`config.mk`:
```
export PLATFORM = sky130hd
export DESIGN_NAME = uart_baud_tick_gen
export DESIGN_NICKNAME = d
export VERILOG_FILES = /design/src/rtl/uart_baud_tick_gen_pkg.sv /design/src/rtl/uart_baud_tick_gen_frac_prescaler.sv /design/src/rtl/uart_baud_tick_gen.sv
export SDC_FILE = /design/constraint.sdc
export NUM_CORES = 1
export LEC_CHECK = 0
export ABC_CLOCK_PERIOD_IN_PS = 7270
export CORE_UTILIZATION = 50
export DETAILED_ROUTE_END_ITERATION = 8
export PLACE_DENSITY = 0.82
export RECOVER_POWER = 25
export SLEW_MARGIN = 15
export SYNTH_ARGS = -nofsm -noshare
export SYNTH_HDL_FRONTEND = slang
export SYNTH_SLANG_ARGS = --single-unit
```
`constraint.sdc`:
```
create_clock -name Clock_In -period 7.27 [get_ports Clock_In]
set_input_delay 1.8175 -clock Clock_In [delete_from_list [all_inputs] [get_ports Clock_In]]
set_output_delay 1.8175 -clock Clock_In [all_outputs]
set_load 0.005 [all_outputs]
```
`src/rtl/uart_baud_tick_gen_pkg.sv`:
```
// uart_baud_tick_gen_pkg: shared widths, oversample ratio and standard-baud divisors for a 50 MHz clock
package uart_baud_tick_gen_pkg;
  localparam int INT_W_DEF = 16;
  localparam int FRAC_W_DEF = 4;
  localparam int OVERSAMPLE_DEF = 16;
  localparam int MIN_DIV = 2;
  localparam int unsigned DIV_INT_115200 = 27;
  localparam int unsigned DIV_FRAC_115200 = 2;
  localparam int unsigned DIV_INT_9600 = 325;
  localparam int unsigned DIV_FRAC_9600 = 8;
endpackage

```
`src/rtl/uart_baud_tick_gen_frac_prescaler.sv`:
```
// uart_baud_tick_gen_frac_prescaler: fractional-N prescaler emitting the oversample tick and staging divisor reloads
module uart_baud_tick_gen_frac_prescaler
  import uart_baud_tick_gen_pkg::*;
#(
  parameter int INT_W = INT_W_DEF,
  parameter int FRAC_W = FRAC_W_DEF,
  parameter int unsigned DEFAULT_INT = DIV_INT_115200,
  parameter int unsigned DEFAULT_FRAC = DIV_FRAC_115200
) (
  input  logic              clk,
  input  logic              rst,
  input  logic              en,
  input  logic              bit_end,
  input  logic [INT_W-1:0]  div_int,
  input  logic [FRAC_W-1:0] div_frac,
  input  logic              div_load,
  output logic              div_pending,
  output logic              rx_tick
);
  logic [INT_W-1:0] act_int, pend_int, new_int;
  logic [FRAC_W-1:0] act_frac, pend_frac, acc;
  logic [INT_W:0] pre_cnt, last_cnt;
  logic [FRAC_W:0] acc_sum;
  logic carry, wrap, apply;
  always_comb begin
    new_int = div_int < INT_W'(MIN_DIV) ? INT_W'(MIN_DIV) : div_int;
    last_cnt = {1'b0, act_int} - {{INT_W{1'b0}}, ~carry};
    wrap = en && pre_cnt == last_cnt;
    acc_sum = {1'b0, acc} + {1'b0, act_frac};
    apply = (div_load || div_pending) && (bit_end || !en);
  end
  // a load arriving on the boundary wins over the staged value
  always_ff @(posedge clk) begin
    if (rst) begin
      pre_cnt <= '0;
      acc <= '0;
      carry <= 1'b0;
      rx_tick <= 1'b0;
      div_pending <= 1'b0;
      act_int <= INT_W'(DEFAULT_INT);
      act_frac <= FRAC_W'(DEFAULT_FRAC);
      pend_int <= '0;
      pend_frac <= '0;
    end else begin
      rx_tick <= wrap;
      pre_cnt <= (!en || wrap) ? '0 : pre_cnt + (INT_W+1)'(1);
      if (!en) {carry, acc} <= '0;
      else if (wrap) {carry, acc} <= acc_sum;
      else if (apply) acc <= '0;
      if (apply) begin
        act_int <= div_load ? new_int : pend_int;
        act_frac <= div_load ? div_frac : pend_frac;
      end
      if (div_load) begin
        pend_int <= new_int;
        pend_frac <= div_frac;
      end
      div_pending <= (div_pending || div_load) && !apply;
    end
  end
endmodule

```
`src/rtl/uart_baud_tick_gen.sv`:
```
// uart_baud_tick_gen: fractional UART baud generator with oversample tick, bit tick and square-wave baud clock
module uart_baud_tick_gen
  import uart_baud_tick_gen_pkg::*;
#(
  parameter int INT_W = INT_W_DEF,
  parameter int FRAC_W = FRAC_W_DEF,
  parameter int OVERSAMPLE = OVERSAMPLE_DEF,
  parameter int unsigned DEFAULT_INT = DIV_INT_115200,
  parameter int unsigned DEFAULT_FRAC = DIV_FRAC_115200
) (
  input  logic              Clock_In,
  input  logic              Reset,
  input  logic              Enable,
  input  logic [INT_W-1:0]  Div_Int,
  input  logic [FRAC_W-1:0] Div_Frac,
  input  logic              Div_Load,
  output logic              Div_Pending,
  output logic              Rx_Tick,
  output logic              Tx_Tick,
  output logic              Baud_Clk
);
  localparam int OS_W = $clog2(OVERSAMPLE);
  logic [OS_W-1:0] os_cnt;
  uart_baud_tick_gen_frac_prescaler #(
    .INT_W(INT_W),
    .FRAC_W(FRAC_W),
    .DEFAULT_INT(DEFAULT_INT),
    .DEFAULT_FRAC(DEFAULT_FRAC)
  ) u_pre (
    .clk(Clock_In),
    .rst(Reset),
    .en(Enable),
    .bit_end(Tx_Tick),
    .div_int(Div_Int),
    .div_frac(Div_Frac),
    .div_load(Div_Load),
    .div_pending(Div_Pending),
    .rx_tick(Rx_Tick)
  );
  always_ff @(posedge Clock_In) begin
    if (Reset || !Enable) os_cnt <= '0;
    else if (Rx_Tick) os_cnt <= os_cnt == OS_W'(OVERSAMPLE - 1) ? '0 : os_cnt + OS_W'(1);
  end
  // Baud_Clk rises halfway through the bit so a sampler can use its edge mid-bit
  always_comb begin
    Tx_Tick = Rx_Tick && os_cnt == OS_W'(OVERSAMPLE - 1);
    Baud_Clk = os_cnt >= OS_W'(OVERSAMPLE / 2);
  end
endmodule

```
# == Yosys cells after proc, flatten, opt, wreduce, memory -nomap -nowiden ==
# Cells that the tools add are included.
# classes
mux,6
reduce_logical,13
eq_ne,2
n_addsub,4
bitwise_logic,2
magnitude_cmp,2
# op_table
op,n
16-bit 2-to-1 mux,2
17-bit by 1-bit adder with 17-bit output (second input constant),1
17-bit == test,1
16-bit by 1-bit subtractor with 17-bit output,1
16-bit by 2-bit less-than comparator with 1-bit output (second input constant),1
4-bit 2-to-1 mux,4
4-bit by 4-bit adder with 5-bit output,1
4-bit by 1-bit adder with 4-bit output (second input constant),1
4-bit == test (second input constant),1
4-bit >= comparator (second input constant),1
1-bit logical AND,4
1-bit logical OR,4
2-bit OR reduction,2
1-bit logical NOT,2
1-bit inverter,2
2-bit nonzero test,1
# totals
elab_cells,39
output_inout_bits,4
in_bits,24
ff_bits,68

# == Depth between registers and ports, before layout ==
# logic_depth
depth_word,6
depth_mapped,10
ltp_nobuf,9

# == By module ==
# A second synthesis with hierarchy kept.
# hier_totals
hier_cells,365
area_unflattened_um2,3300.7
# by_module_without_submodules
module,cells_each,area_each_um2,n_inst,seq_area_each_um2
uart_baud_tick_gen_frac_prescaler,341,3094.2,1,1281.2
uart_baud_tick_gen,24,206.4,1,80.1

# == Worst setup path after synthesis ==
# OpenSTA, ideal clock, no wires.
# synth_timing
path_kind,input -> register
start,in Div_Load
end,reg u_pre.act_frac[1]
path_slack_ps,4188
setup_ps,120
cell_stages,5
t_required_ps,7150
t_arrival_ps,2962
path_buffers,2
cell_sequence,clkbuf_1 buf_1 mux2i_1 nor2_1 a211o_1
# synth_via
elab_chain_cells,2
elab_cells_between_ends,3
cone_classes,1 x mux; 2 x reduce/logical
# synth_lines
item,line_no,text
from (decl),uart_baud_tick_gen.sv:16,"input logic Div_Load,"
1-bit logical OR,uart_baud_tick_gen_frac_prescaler.sv:30,apply = (div_load || div_pending) && (bit_end || !en);
1-bit logical AND,uart_baud_tick_gen_frac_prescaler.sv:30,
to (signal assigned),uart_baud_tick_gen_frac_prescaler.sv:41,act_frac <= FRAC_W'(DEFAULT_FRAC);
to (signal assigned),uart_baud_tick_gen_frac_prescaler.sv:52,act_frac <= div_load ? div_frac : pend_frac;
to (decl),uart_baud_tick_gen_frac_prescaler.sv:21,"logic [FRAC_W-1:0] act_frac, pend_frac, acc;"
# Several ways; a longest one is shown, not always the timed one.
# A chain may end at the register's enable or synchronous reset.

# == Final worst setup path ==
# layout_timing
start,in Div_Load
end,reg u_pre.act_int[8]
# layout_via
elab_chain_cells,2
elab_cells_between_ends,3
cone_classes,1 x mux; 2 x reduce/logical
# layout_lines
item,line_no,text
1-bit logical OR,uart_baud_tick_gen_frac_prescaler.sv:30,
1-bit logical AND,uart_baud_tick_gen_frac_prescaler.sv:30,
to (signal assigned),uart_baud_tick_gen_frac_prescaler.sv:40,act_int <= INT_W'(DEFAULT_INT);
to (signal assigned),uart_baud_tick_gen_frac_prescaler.sv:51,act_int <= div_load ? new_int : pend_int;
to (decl),uart_baud_tick_gen_frac_prescaler.sv:20,"logic [INT_W-1:0] act_int, pend_int, new_int;"
# Several ways; a longest one is shown, not always the timed one.

==> out/results.env <==
MAXIMUM_BUFFER_DEPTH_OF_THE_CLOCK_TREE=2
SETUP_SLACK_NS=2.73
START_UTIL=0.526
CTS-HTREE-LEVELS=3
MAXIMUM_NUMBER_OF_PINS_ON_ONE_NET_BEFORE_GLOBAL_ROUTE_REPAIR=43
WORST_SKEW_PAIR.LATE_LATENCY_NS=0.34
POST-ROUTE-PERIOD-UTIL=0.624
YOSYS.AREA_SHARE.ADDER=0.0393
PRE_CTS_SLACK_NS=3.20
IO-PIN-COUNT=28
TIMING.MAX_SLEW.REL_SLACK=0.0107
GRT_PASS1_WL_MM=11.9
AVERAGE_ROUTED_WIRE_PER_STANDARD_CELL_UM=14.7
WORSTREG2REGSTART='u_pre.act_int[0]$_SDFFE_PP1P_'
LAYOUT.CELL_AREA.NON_FILLER_SQ_UM=3860
WORST-R2R-SETUP-SLACK_NS=4.34
POST_CTS_RESIZED=0
DRT.ANTENNA.VIOLATING_NETS=0
FINALWEIGHTEDCONGESTION=0.826
SYNTH_CELLS=381
YOSYS_WARNINGS=0
SYNTH-EDFF-COUNT=0
CRIT_FANOUT=30
POSTCTSHOLDBUFS=0
VIA_DENSITY_PER_INSTANCE=5.72
ROW_COUNT=29
TIMING.CRITICAL_PATH.FROM='Div_Load'
POSTPLACECELLAREA_SQ_UM=3660
DRC_VIOLATIONS=0
TRITONCTS_NUM_SINKS=68
TIMING.CRITICAL_PATH.FROM_TYPE='input port'
SYNTH.DISTINCT_CELLS=49
FMAX_MHz=220
HOLDCRITPATHCLASS='reg2reg'
TOTALWIRELENGTH_MM=7.05
PORT_BUFFERS=27
CRIT_TOP_CELL='sky130_fd_sc_hd__nor2_1'
RESULT_OF_THE_RUN='completed'
SYNTHMUXAREASHARE=0.0808
WORST_PATH_LARGEST_CELL_DELAY_NS=1.07
FINAL_CELLS=479
CTS_INSERTED_BUFFERS=9
TIMING.HOLD.WORST.START='u_pre.carry$_SDFFE_PP0P_'
CRITPATHARRIVALTIME_NS=4.77
DP.CELLS=463
SETUP_TOTAL_NEGATIVE_SLACK_NS=0
CHIPHEIGHT_UM=84.2
PATH_CLK_SLEW_NS=0.07
GRT_ANTENNA_BEFORE_REPAIR=0
FINAL_HOLD_VIOL_COUNT=0
DR.FIRST_ITER.DRC_COUNT=161
FLOORPLAN.CORE_AREA_SQ_UM=6420
SYNTH-COMPOUND-AREA-SHARE=0.105
SYNTH_SEQUENTIAL_AREA_RATIO=0.403
SYNTH_SIMPLE_GATE_AREA_SHARE=0.236
CLOCK-ROOT-BUFFER='sky130_fd_sc_hd__clkbuf_8'
LAYOUT_MIN_CYCLE_TIME_NS=4.54
GRT_PASS1_VIAS=2666
SETUP.WORST_PATH.END_CLASS='flip-flop'
SYNTHFLOPTYPE='sky130_fd_sc_hd__dfxtp_1'
RSZ_0062_RAISED_AFTER_GLOBAL_ROUTING='no'
PEAKVDDDROP_mV=0.165
POST_SYNTH_INSTANCE_AREA_SQ_UM=3380
SYNTH.NET_COUNT=415
MAIN_COMBINATIONAL_CELL_FAMILY_BY_AREA_AFTER_SYNTHESIS='simple AND/OR/NAND/NOR gates'
FLOORPLAN.DIE_AREA_SQ_UM=7080
SYNTH_ASYNC_SR_FLOP_SHARE=0
SLEW_AT_THE_PIN_CLOSEST_TO_ITS_MAX_SLEW_LIMIT_NS=1.48
POST_SYNTHESIS_REGISTER_BIT_COUNT=68
SYN_TO_FINAL_GROWTH_PCT=14.3
SETUP.WORST_PATH.CLASS='in2reg'
SLEW_VIOLATIONS=0
POST_SYNTH_MAIN_AREA_CONTRIBUTORS='sky130_fd_sc_hd__dfxtp_1 40%, sky130_fd_sc_hd__mux2i_1 7.4%, sky130_fd_sc_hd__nor2_1 6.2%'
MAXCAPVIOLATIONS=0
FINAL.SETUP_SKEW_NS=0.0115
STATIC-LEAKAGE-POWER_nW=1.42
DRT_PASS1_ITERATIONS=4
MAX_STAGE_DELAY_CELL_WORST_PATH='sky130_fd_sc_hd__clkbuf_1'
VIAS=2738
SYNTH_LARGEST_AREA_CELL='sky130_fd_sc_hd__dfxtp_1'
CRITICAL_PATH.CELL_CHAIN='dlygate4sd3_1, clkbuf_1, nor2_1, a21oi_4, nor2_1, a211oi_1'
SETUP_VIOL_COUNT_FINAL=0
SYNTHXORXNORAREAFRAC=0.0908
GLOBALROUTEOVERFLOWTOTAL=0
FINAL_NETS=431
DETAILEDPLACEMENTHPWL_MM=4.89
POWER.DENSITY_CELL_AREA_nW_PER_UM2=206
DIE_WIDTH_UM=84.2
GRT_USE_TOTAL=0.211
POST_ROUTE_CELLS_DRIVE_ABOVE_1_SHARE=0.0597
WORSTPATHREQUIRED_NS=7.51
SYNTHDOMINANTCELLAREASHARE=0.403
SYNTH.AVG_CELL_AREA_SQ_UM=8.86
CTS.REPAIR_TIMING.SETUP_BUFFER_COUNT=0
N_ANTENNA_CELL=0
TRITONCTS='yes'
==> layer usage <==
metal  part of all wire  track usage
met1               0.43        0.248
met2               0.52        0.369
met4              0.017        0.102
met5                  0            0
met3              0.029       0.0433
==> cell families (layout without fill, tap and decap cells) <==
group | Yosys count | in the layout
multiplexers | 27 | 27
XOR/XNOR | 35 | 35
AO/OA/AOI/OAI | 50 | 50
flip-flops | 68 | 68
buffers and inverters | 37 | 58
AND/OR/NAND/NOR | 154 | 154
adder cells (fa/ha/maj) | 10 | 10
==> layout by cell type, fill, tap and decap left out, types with 9 or more instances in the layout <==
cell,count
sky130_fd_sc_hd__a211oi_1,15
sky130_fd_sc_hd__clkbuf_8,9
sky130_fd_sc_hd__clkdlybuf4s50_1,26
sky130_fd_sc_hd__dfxtp_1,68
sky130_fd_sc_hd__ha_1,9
sky130_fd_sc_hd__inv_1,12
sky130_fd_sc_hd__mux2i_1,25
sky130_fd_sc_hd__nand2_1,17
sky130_fd_sc_hd__nand3_1,13
sky130_fd_sc_hd__nor2_1,56
sky130_fd_sc_hd__nor3_1,22
sky130_fd_sc_hd__xnor2_1,22
sky130_fd_sc_hd__xor2_1,13
==> cell type report <==
class / instances / area (sq um)
inverters: 12 / 45.0
repair buffers: 30 / 289
well taps: 77 / 96.3
multi-input cells: 276 / 1870
clock buffers: 10 / 128
flip-flops and latches: 68 / 1360
fillers: 541 / 2560
clock inverters: 6 / 65.1
==> cell usage after synthesis, drive strengths merged, types with 8 or more instances <==
cell type  number
dfxtp          68
nor2           56
mux2i          25
nor3           22
xnor2          22
clkbuf         18
nand2          17
a211oi         15
nand3          13
xor2           13
inv            12
ha              9
a21oi           8
nor4            8
==> report_power, final <==
| part | internal, mW | total [mW] | switching (mW) |
|---|---|---|---|
| sequential | 0.388 | 0.405 | 0.0166 |
| combinational | 0.0436 | 0.0897 | 0.0461 |
| clock | 0.158 | 0.298 | 0.140 |
| total | 0.590 | 0.793 | 0.203 |
==> metrics by stage <==
step / hold WS [ns] / util / power (mW)
after floorplan: 0.435 / - / 0.472
after global placement: 0.446 / 0.570 / 0.498
final: 0.466 / 0.601 / 0.793
after detailed placement: 0.460 / 0.570 / 0.501
after CTS: 0.470 / 0.600 / 0.800
after global routing: 0.489 / 0.601 / 0.831
==> worst max-delay path, delay by kind of cell <==
family / cells / cell delay, ns
buffers and inverters: 2 / 1.59
AO/OA/AOI/OAI: 2 / 0.95
AND/OR/NAND/NOR: 2 / 0.41
==> registers in the layout, summed over array words and instances, names as in the netlist <==
signal,count
u_pre.pre_cnt,17
u_pre.rx_tick,1
u_pre.act_frac,4
u_pre.pend_frac,4
u_pre.carry,1
u_pre.acc,4
u_pre.pend_int,16
u_pre.div_pending,1
u_pre.act_int,16
os_cnt,4
==> path summary, 6_finish.rpt <==
check | endpoint | cells after the start
max | u_pre.act_int[8]$_SDFFE_PP0P_ | 6
min | u_pre.carry$_SDFFE_PP0P_ | 2
max reg2reg | u_pre.acc[3]$_SDFFE_PP0P_ | 10
min reg2reg | u_pre.carry$_SDFFE_PP0P_ | 2
Power figures use the tool's default switching activity.
